`src/rtl/dna_reader_ctrl_if.sv`:
```
// +----------------------------------------------------------------------------+
// | Module   : dna_reader_ctrl_if                                              |
// | Brief    : Host request/readout and DNA_PORT pin bundle for the reader.    |
// | Revision : 1.0                                                            |
// +----------------------------------------------------------------------------+
`default_nettype none

interface dna_reader_ctrl_if;
    logic        start;
    logic        busy;
    logic        valid;
    logic [56:0] dna;
    logic        dna_clk;
    logic        dna_read;
    logic        dna_shift;
    logic        dna_dout;

    // master: host side plus the DNA_PORT primitive; slave: the controller
    modport master (
        output start,
        output dna_dout,
        input  busy,
        input  valid,
        input  dna,
        input  dna_clk,
        input  dna_read,
        input  dna_shift
    );

    modport slave (
        input  start,
        input  dna_dout,
        output busy,
        output valid,
        output dna,
        output dna_clk,
        output dna_read,
        output dna_shift
    );
endinterface

`default_nettype wire

```
`src/rtl/dna_reader_ctrl.sv`:
```
// +----------------------------------------------------------------------------+
// | Module   : dna_reader_ctrl                                                 |
// | Brief    : Reads the 57-bit device DNA through DNA_PORT, MSB first.        |
// | Revision : 1.0                                                            |
// +----------------------------------------------------------------------------+
`default_nettype none

module dna_reader_ctrl #(
    parameter int CLKDIV    = 32,
    parameter bit AUTOSTART = 1'b1
) (
    input  wire logic         clk,
    input  wire logic         rst,
    dna_reader_ctrl_if.slave  bus
);

    localparam int                c_DIV_W   = (CLKDIV > 2) ? $clog2(CLKDIV) : 1;
    localparam logic [c_DIV_W-1:0] c_DIV_MAX  = c_DIV_W'(CLKDIV - 1);
    localparam logic [c_DIV_W-1:0] c_DIV_HALF = c_DIV_W'(CLKDIV / 2);
    localparam logic [5:0]         c_LAST_CNT = 6'd56;

    typedef enum logic [1:0] {
        S_IDLE  = 2'd0,
        S_ARM   = 2'd1,
        S_LOAD  = 2'd2,
        S_SHIFT = 2'd3
    } state_t;

    state_t               r_state;
    logic [c_DIV_W-1:0]   r_div;
    logic [5:0]           r_cnt;
    logic [56:0]          r_dna;
    logic                 r_dna_clk;
    logic                 r_dna_read;
    logic                 r_dna_shift;
    logic                 r_busy;
    logic                 r_valid;
    logic                 r_auto;

    logic [c_DIV_W-1:0]   w_div_next;
    logic                 w_tick;

    assign w_div_next = (r_div == c_DIV_MAX) ? '0 : r_div + c_DIV_W'(1);
    assign w_tick     = (r_div == '0);

    // r_auto is armed by reset so the first clock after release acts as a start
    always_ff @(posedge clk or posedge rst) begin
        if (rst) begin
            r_state     <= S_IDLE;
            r_div       <= '0;
            r_cnt       <= '0;
            r_dna       <= '0;
            r_dna_clk   <= 1'b0;
            r_dna_read  <= 1'b0;
            r_dna_shift <= 1'b0;
            r_busy      <= 1'b0;
            r_valid     <= 1'b0;
            r_auto      <= AUTOSTART;
        end else begin
            r_div     <= w_div_next;
            r_dna_clk <= (w_div_next >= c_DIV_HALF);
            r_auto    <= 1'b0;

            case (r_state)
                S_IDLE: begin
                    if (bus.start || r_auto) begin
                        r_state <= S_ARM;
                        r_busy  <= 1'b1;
                        r_valid <= 1'b0;
                        r_dna   <= '0;
                        r_cnt   <= '0;
                    end
                end
                S_ARM: begin
                    if (w_tick) begin
                        r_dna_read <= 1'b1;
                        r_state    <= S_LOAD;
                    end
                end
                S_LOAD: begin
                    // DOUT already presents bit 56 after the READ edge
                    if (w_tick) begin
                        r_dna_read  <= 1'b0;
                        r_dna_shift <= 1'b1;
                        r_dna       <= {r_dna[55:0], bus.dna_dout};
                        r_cnt       <= 6'd1;
                        r_state     <= S_SHIFT;
                    end
                end
                S_SHIFT: begin
                    if (w_tick) begin
                        r_dna <= {r_dna[55:0], bus.dna_dout};
                        r_cnt <= r_cnt + 6'd1;
                        if (r_cnt == c_LAST_CNT) begin
                            r_dna_shift <= 1'b0;
                            r_busy      <= 1'b0;
                            r_valid     <= 1'b1;
                            r_state     <= S_IDLE;
                        end
                    end
                end
                default: r_state <= S_IDLE;
            endcase
        end
    end

    assign bus.busy      = r_busy;
    assign bus.valid     = r_valid;
    assign bus.dna       = r_dna;
    assign bus.dna_clk   = r_dna_clk;
    assign bus.dna_read  = r_dna_read;
    assign bus.dna_shift = r_dna_shift;

endmodule

`default_nettype wire

```
`src/flat_wrapper.sv`:
```
// flat-port wrapper written by rule: the top's interface ports become plain ports
module dna_reader_ctrl_flat 
#(
    parameter int CLKDIV    = 32,
    parameter bit AUTOSTART = 1'b1
)
  (clk, rst, bus_start, bus_dna_dout, bus_busy, bus_valid, bus_dna, bus_dna_clk, bus_dna_read, bus_dna_shift);
  dna_reader_ctrl_if bus_i ();
  input  wire logic clk;
  input  wire logic rst;
  input wire logic [$bits(bus_i.start)-1:0] bus_start;
  input wire logic [$bits(bus_i.dna_dout)-1:0] bus_dna_dout;
  output wire logic [$bits(bus_i.busy)-1:0] bus_busy;
  output wire logic [$bits(bus_i.valid)-1:0] bus_valid;
  output wire logic [$bits(bus_i.dna)-1:0] bus_dna;
  output wire logic [$bits(bus_i.dna_clk)-1:0] bus_dna_clk;
  output wire logic [$bits(bus_i.dna_read)-1:0] bus_dna_read;
  output wire logic [$bits(bus_i.dna_shift)-1:0] bus_dna_shift;
  assign bus_i.start = bus_start;
  assign bus_i.dna_dout = bus_dna_dout;
  assign bus_busy = bus_i.busy;
  assign bus_valid = bus_i.valid;
  assign bus_dna = bus_i.dna;
  assign bus_dna_clk = bus_i.dna_clk;
  assign bus_dna_read = bus_i.dna_read;
  assign bus_dna_shift = bus_i.dna_shift;
  dna_reader_ctrl #(.CLKDIV(CLKDIV), .AUTOSTART(AUTOSTART)) u_core (.clk(clk), .rst(rst), .bus(bus_i));
endmodule
```
`config.mk`:
```
export PLATFORM = sky130hd
export DESIGN_NAME = dna_reader_ctrl_flat
export DESIGN_NICKNAME = d
export VERILOG_FILES = /design/src/rtl/dna_reader_ctrl_if.sv /design/src/rtl/dna_reader_ctrl.sv /design/src/flat_wrapper.sv
export SDC_FILE = /design/constraint.sdc
export NUM_CORES = 1
export LEC_CHECK = 0
export CORE_MARGIN = 2
export CORE_UTILIZATION = 50
export DETAILED_ROUTE_END_ITERATION = 8
export PLACE_DENSITY = 0.79
export RECOVER_POWER = 25
export SLEW_MARGIN = 25
export SYNTH_ARGS = -nofsm -noshare
export SYNTH_HDL_FRONTEND = slang
export SYNTH_SLANG_ARGS = --single-unit
```
`constraint.sdc`:
```
create_clock -name clk -period 7.1 [get_ports clk]
set_input_delay 1.775 -clock clk [delete_from_list [all_inputs] [get_ports clk]]
set_output_delay 1.775 -clock clk [all_outputs]
set_load 0.02 [all_outputs]
```
==> summary.md, run 1 <==
| Metric | Value |
|---|---|
| Status | complete, but fails checks |
| Failing checks | capacitance limit, slew limit |
| Post-synth top area share | 57.1% |
| Clk slew on worst S/H paths | 0.08 ns |
| WL per Instance | 13.0 um |
| Max Cap Violations | 2 |
| Layout cells sized above 1 | 5.87% |
| Hold_buf cts | 0 |
| Reg2reg start | u_core.r_div[0] |
| Pre-CTS setup slack | 3.15 ns |
| Leak | 1.70 nW |
| Cells after Synth | 345 |
| R2R Path End | u_core.r_cnt[4] |
| GP Congestion | 0.762 |
| First-pass GRT wire length | 10.8 mm |
| Crit. End Element | flip-flop |
| Pwr Total | 0.798 mW |
| Antenna cells | 0 |
| WHS Path Cells | 1 |
| Fill count | 518 |
| Core region area | 0.00631 mm2 |
| Hold Fails Final Rpt | 0 |
| Final nets | 418 |
| Tmin final | 3.60 ns |
| Main synth FF type | dfrtp_1 |
| Starting DRT DRC Count | 116 |
| Initial Util | 51.3% |
| Row cnt | 29 |
| Maximum clock insertion buffer count | 2 |
| Final Max Slew Viols | 1 |
| CTS tree | built |
| Post_cts resized | 0 |
| Dpl cell area | 0.00390 mm2 |
| Grt total ovfl | 0 |
| Max Freq | 0.278 GHz |
| First drt pass iteration count | 4 |
| Final setup viols | 0 |
| Seq cells post-synth | 75 |
| Setup WS post-layout | 3.50 ns |
| Via count | 2433 |
| Hold Path End | u_core.r_div[0] |
| Fin area | 0.00413 mm2 |
| Mean Syn Cell Area | 9.39 um2 |
| CP required | 7.28 ns |
| Sum of negative setup slack | 0 ns |
| Clk_lat worst skew | 0.34 ns |
| H-tree levels | 3 |
| P per Cell Area | 193 mW/mm2 |
| Peak VDD IR | 0.000101 V |
| Root buffer cell | clkbuf_8 |
| Cell taking the most area after synthesis | dfrtp_1 |
| Port Buffer Count | 65 |
| ANT nets after route | 0 |
| Critical path peak fanout | 114 |
| Net Count, Synth | 359 |
| Number of synthesized flops with an enable pin | 0 |
| Area Growth Syn to Fin | 27.5% |
| Top post-synthesis cells by area | dfrtp_1, nand2_1, o21ai_1 |
| Ports | 66 |
| Ys async rst share | 100% |
| Final wirelength | 6.34 mm |
| Die Y | 84.5 um |
| Slew headroom | -1.14% |
| Sequential area share after synthesis | 58.0% |
| Worst-Margin Slew | 1.50 ns |
| Crit start category | input port |
| CTS Buf Count | 9 |
| DR vias/cell | 5.01 |
| Die Span X | 84.5 um |
| Crit path DAT | 3.78 ns |
| Register-to-register setup slack | 4.16 ns |
| Tot GR Track Use | 18.9% |
| DRC | 0 |
| Clk_skew | 0.00662 ns |
| Final Cycle Share | 50.7% |
| CTS Sinks | 75 |
| DP Wirelength | 4.09 mm |
| Post-CTS Setup Bufs | 0 |
| Vias in the first global route | 2339 |
| Yosys warns | 0 |
| Yosys cell types | 37 |
| Setup CP Type | in -> reg |
| Die ar. | 0.00714 mm2 |
| Largest net degree at the start of global routing | 115 |
| Hold/Removal Path Class | reg -> reg |
| RSZ-0062 raised after global routing | false |
| Post-Syn Area | 0.00324 mm2 |
| Reg2Reg Depth | 6 |
| Initial antenna violation count | 0 |
| Hold path start | u_core.r_div[0] |
-- area by class of cell --
class	count	area, um2	area share, %
sequential	75	1880	45.5
multi-input combinational	241	1220	29.4
timing repair buffer	68	689	16.7
clock buffer	10	128	3.09
tap	77	96.3	2.33
clock inverter	6	88.8	2.15
inverter	9	33.8	0.818
-- power by group --
group	leakage [nW]	total, mW	switching [mW]	internal (mW)
combinational	0.585	0.0132	0.00941	0.00379
clock	0.103	0.357	0.158	0.199
sequential	1.01	0.428	0.000399	0.428
total	1.70	0.798	0.168	0.630
-- metrics by stage --
step                      util (%)  hold slack [ns]  cells
after floorplan                  -            0.453    345
after global placement        61.8            0.469    469
after detailed placement      61.8            0.496    469
after CTS                     65.2            0.507    485
after global routing          65.4            0.534    486
final                         65.4            0.501    486
-- sequential cells by signal (all words and copies together), names as in the netlist --
signal and count:
u_core.r_state 2, u_core.bus.busy 1, u_core.bus.dna_shift 1, u_core.r_cnt 6, u_core.r_auto 1, u_core.r_div 5, u_core.bus.dna_read 1, u_core.bus.valid 1
u_core.bus.dna 57
-- layer usage --
layer  wire [um]  vias to the layer above  GRT usage (%)
li1            -                     1245              -
met5           0                        -              0
met2        3200                       47           31.1
met3         212                        6           3.15
met1        2850                     1135           24.9
met4          69                        0           8.23
-- layout by cell type, fill, tap and decap left out, drive strengths merged, types with 2 or more instances in the layout --
master and count:
nand3 6, bufinv 2, clkinvlp 2, clkdlybuf4s50 64, o211ai 4, nor2 9, clkbuf 11, buf 2
or4 2, a21oi 7, inv 9, o21ai 64, clkinv 2, dfrtp 74, ha 10, nand2 121
-- critical path, stage by stage --
cell	delay, ns
clkdlybuf4s50_1	0.43
or3b_1	0.46
o211ai_4	0.11
buf_4	0.75
o21ai_1	0.19
-- synthesized netlist by cell type (2+ instances only) --
| cell type | instances |
|---|---|
| a21oi_1 | 6 |
| buf_2 | 3 |
| buf_4 | 6 |
| clkbuf_1 | 10 |
| dfrtp_1 | 74 |
| ha_1 | 10 |
| inv_1 | 9 |
| nand2_1 | 121 |
| nand3_1 | 5 |
| nor2_1 | 9 |
| o211ai_1 | 2 |
| o211ai_2 | 2 |
| o21ai_0 | 3 |
| o21ai_1 | 61 |
| or4_1 | 2 |
-- cells by family (layout without fill, tap and decap cells) --
family / count (synthesis) / in the layout / share of synthesized area, %
AOI/OAI and AO/OA: 79 / 79 / 13.3
xor gates and xnor gates: 2 / 2 / 0.541
adders and majority gates: 10 / 10 / 3.86
buffers and inverters: 29 / 93 / 4.40
DFF: 75 / 75 / 58.0
muxes: 2 / 2 / 0.656
other: 1 / 1 / 0.116
and+or+nand+nor: 147 / 147 / 19.2
-- worst max-delay path by stage --
stage | slack (ns) | endpoint | from | cells after the start
after floorplan | 3.42 | u_core.bus.busy | rst | 1
after global placement | 3.23 | u_core.bus.dna[6] | bus_start | 5
after detailed placement | 3.15 | u_core.bus.dna[12] | bus_start | 5
after CTS | 3.50 | u_core.bus.dna[12] | bus_start | 5
after global routing | 3.37 | u_core.bus.dna[36] | bus_start | 6
final | 3.50 | u_core.bus.dna[12] | bus_start | 5
No activity file was read; power rests on OpenSTA's default activity.
==> run 2: changes to the inputs <==
Settings changed: CORE_UTILIZATION 50 to 46, PLACE_DENSITY 0.79 to 0.77.
Clock period 7.1 ns to 3.1 ns, I/O delays scaled along.
==> run 2 against run 1 <==
  * The flow now finishes without violations
  * First-iteration DRC count down 4.3%
  * Critical path depth down 4
  * Utilization down 4.2 points
  * Count of clock-buffer cells in the layout down 1
  * Critical path type is now reg -> out
==> summary.md, run 2 (same netlist as run 1, synthesis figures left out) <==
| Metric | Value |
|---|---|
| Status | finished clean (was complete, but fails checks) |
| Area Growth Syn to Fin | 28.3% (was 27.5%) |
| Layout cells sized above 1 | 6.60% (was 5.87%) |
| Maximum clock insertion buffer count | 2 (unchanged) |
| Post-CTS Setup Bufs | 0 (unchanged) |
| Reg2reg start | u_core.r_div[0] (unchanged) |
| Final Cycle Share | 69.3% |
| Leak | 1.70 nW (about the same) |
| Routed wl met3 | 221 um (was 212 um) |
| Register area | 0.00188 mm2 (unchanged) |
| Critical path peak fanout | 3 (was 114) |
| Critical path's top delay family | buffers and inverters (unchanged) |
| Ports | 66 (unchanged) |
| Clk slew on worst S/H paths | 0.08 ns (about the same) |
| Setup CP Type | reg -> out (was in -> reg) |
| CP endpoint | bus_dna_clk (was u_core.bus.dna[12]) |
| First drt pass iteration count | 4 (unchanged) |
| Crit path max-delay cell type | clkdlybuf4s50_1 (was buf_4) |
| Top Metal Used | met4 (unchanged) |
| RSZ-0062 raised after global routing | false (unchanged) |
| Reg2Reg Depth | 6 (unchanged) |
| Critical path origin | u_core.r_div[4] (was bus_start) |
| ANT nets after route | 0 (unchanged) |
| Final setup viols | 0 (unchanged) |
| First-pass GRT wire length | 10.6 mm (was 10.8 mm) |
| Peak VDD IR | 0.000305 V (was 0.000101 V) |
| Hold_buf cts | 0 (unchanged) |
| Antenna cells | 0 (unchanged) |
| Register-to-register setup slack | 1.02 ns (was 4.16 ns) |
| P per Cell Area | 416 mW/mm2 (was 193 mW/mm2) |
| Die Y | 87.9 um (was 84.5 um) |
| Final nets | 419 (was 418) |
| Hold Fails Final Rpt | 0 (unchanged) |
| Crit path depth | 1 (was 5) |
| GP Congestion | 0.793 (was 0.762) |
| CP required | 2.32 ns (was 7.28 ns) |
| Largest net degree at the start of global routing | 115 (unchanged) |
| Clk_lat worst skew | 0.34 ns (about the same) |
| DP Wirelength | 4.10 mm (was 4.09 mm) |
| Fill count | 589 (was 518) |
| Post_cts resized | 0 (unchanged) |
| Initial antenna violation count | 0 (unchanged) |
| Final wirelength | 6.13 mm (was 6.34 mm) |
| Commonest non-fill, non-tap cell in the layout | nand2_1 (unchanged) |
| Initial Util | 47.7% (was 51.3%) |
| Vias in the first global route | 2321 (was 2339) |
| Core Util, Final | 61.2% (was 65.4%) |
| Wl on met1 | 2.94 mm (was 2.85 mm) |
| Worst-path cell chain | clkdlybuf4s50_1 (was clkdlybuf4s50_1 > or3b_1 > o211ai_4 > buf_4 > o21ai_1) |
| Root buffer cell | clkbuf_8 (unchanged) |
| Crit start category | flip-flop (was input port) |
| CTS Buf Count | 9 (unchanged) |
| DR vias/cell | 4.83 (was 5.01) |
| Buf/Inv on CP | 1 (was 2) |
| Die Span X | 87.9 um (was 84.5 um) |
| Final Max Slew Viols | 0 (was 1) |
| CTS tree | built (unchanged) |
| Core region area | 0.00679 mm2 (was 0.00631 mm2) |
| Hold/Removal Path Class | reg -> reg (unchanged) |
| Port Buffer Count | 65 (unchanged) |
| Sum of negative setup slack | 0 ns (unchanged) |
| Clk_skew | 0.0119 ns (was 0.00662 ns) |
| Largest stage delay, worst path | 0.62 ns (was 0.75 ns) |
| H-tree levels | 3 (unchanged) |
| Max FFs per register | 57 (unchanged) |
| Met2 routed WL | 2.86 mm (was 3.20 mm) |
| Starting DRT DRC Count | 111 (was 116) |
| R2R Path End | u_core.r_cnt[4] (unchanged) |
| Die ar. | 0.00773 mm2 (was 0.00714 mm2) |
| Area of the multi-input gates | 0.00123 mm2 (was 0.00122 mm2) |
| Grt total ovfl | 0 (unchanged) |
| Tot GR Track Use | 17.6% (was 18.9%) |
| Tmin final | 2.15 ns |
| DRC | 0 (unchanged) |
| Most frequent cells in the layout | nand2_1, dfrtp_1, clkdlybuf4s50_1, o21ai_1, ha_1 (unchanged) |
| Row cnt | 30 (was 29) |
| Max Freq | 0.466 GHz |
| Via count | 2441 (was 2433) |
| CTS Sinks | 75 (unchanged) |
| Worst-Margin Slew | 1.12 ns (was 1.50 ns) |
| Crit path DAT | 1.37 ns (was 3.78 ns) |
| Slew headroom | 25.6% (was -1.14%) |
| Max Cap Violations | 0 (was 2) |
| WL per Instance | 12.1 um (was 13.0 um) |
| Crit. End Element | primary output (was flip-flop) |
run 2: worst min-delay path by stage:
stage / to / slack (ns) / depth (start not counted) / start
2_1_floorplan: u_core.r_div[0] / 0.45 / 1 / u_core.r_div[0]
3_5_place_dp: u_core.bus.dna[56] / 0.48 / 2 / u_core.bus.dna[56]
6_report: u_core.bus.dna[56] / 0.48 / 2 / u_core.bus.dna[56]
5_1_grt: u_core.bus.dna[56] / 0.51 / 2 / u_core.bus.dna[56]
4_1_cts: u_core.bus.dna[56] / 0.49 / 2 / u_core.bus.dna[56]
3_3_place_gp: u_core.bus.dna[56] / 0.47 / 2 / u_core.bus.dna[56]
run 2: through the flow:
| stage | std cells | hold slack [ns] | setup slack (ns) | power (mW) | cell area (um2) |
|---|---|---|---|---|---|
| 2_1_floorplan | 345 | 0.453 | 0.417 | 1.02 | 3240 |
| 3_3_place_gp | 490 | 0.467 | 0.668 | 1.03 | 3970 |
| 3_5_place_dp | 490 | 0.475 | 0.620 | 1.03 | 3970 |
| 4_1_cts | 505 | 0.493 | 0.930 | 1.76 | 4160 |
| 5_1_grt | 505 | 0.515 | 0.848 | 1.80 | 4160 |
| 6_report | 505 | 0.484 | 0.953 | 1.73 | 4160 |
run 2: power breakdown:
part	leakage [nW]	switching, mW	internal, mW
clock	0.0913	0.353	0.368
sequential	1.01	0.000977	0.979
combinational	0.598	0.0214	0.00808
run 2: layer usage:
| metal | track usage [%] | vias up |
|---|---|---|
| met2 | 28.1 | 40 |
| met3 | 3.77 | 9 |
| met1 | 23.2 | 1150 |
| met4 | 7.55 | 0 |
| li1 | - | 1242 |
| met5 | 0 | - |
run 2: cell type report:
type                       instances  share of cell area (%)
timing repair buffer              69                    17.0
multi-input combinational        241                    29.6
clock buffer                       9                    2.98
sequential                        75                    45.2
inverter                           9                   0.813
tap                               96                    2.89
clock inverter                     6                    1.63
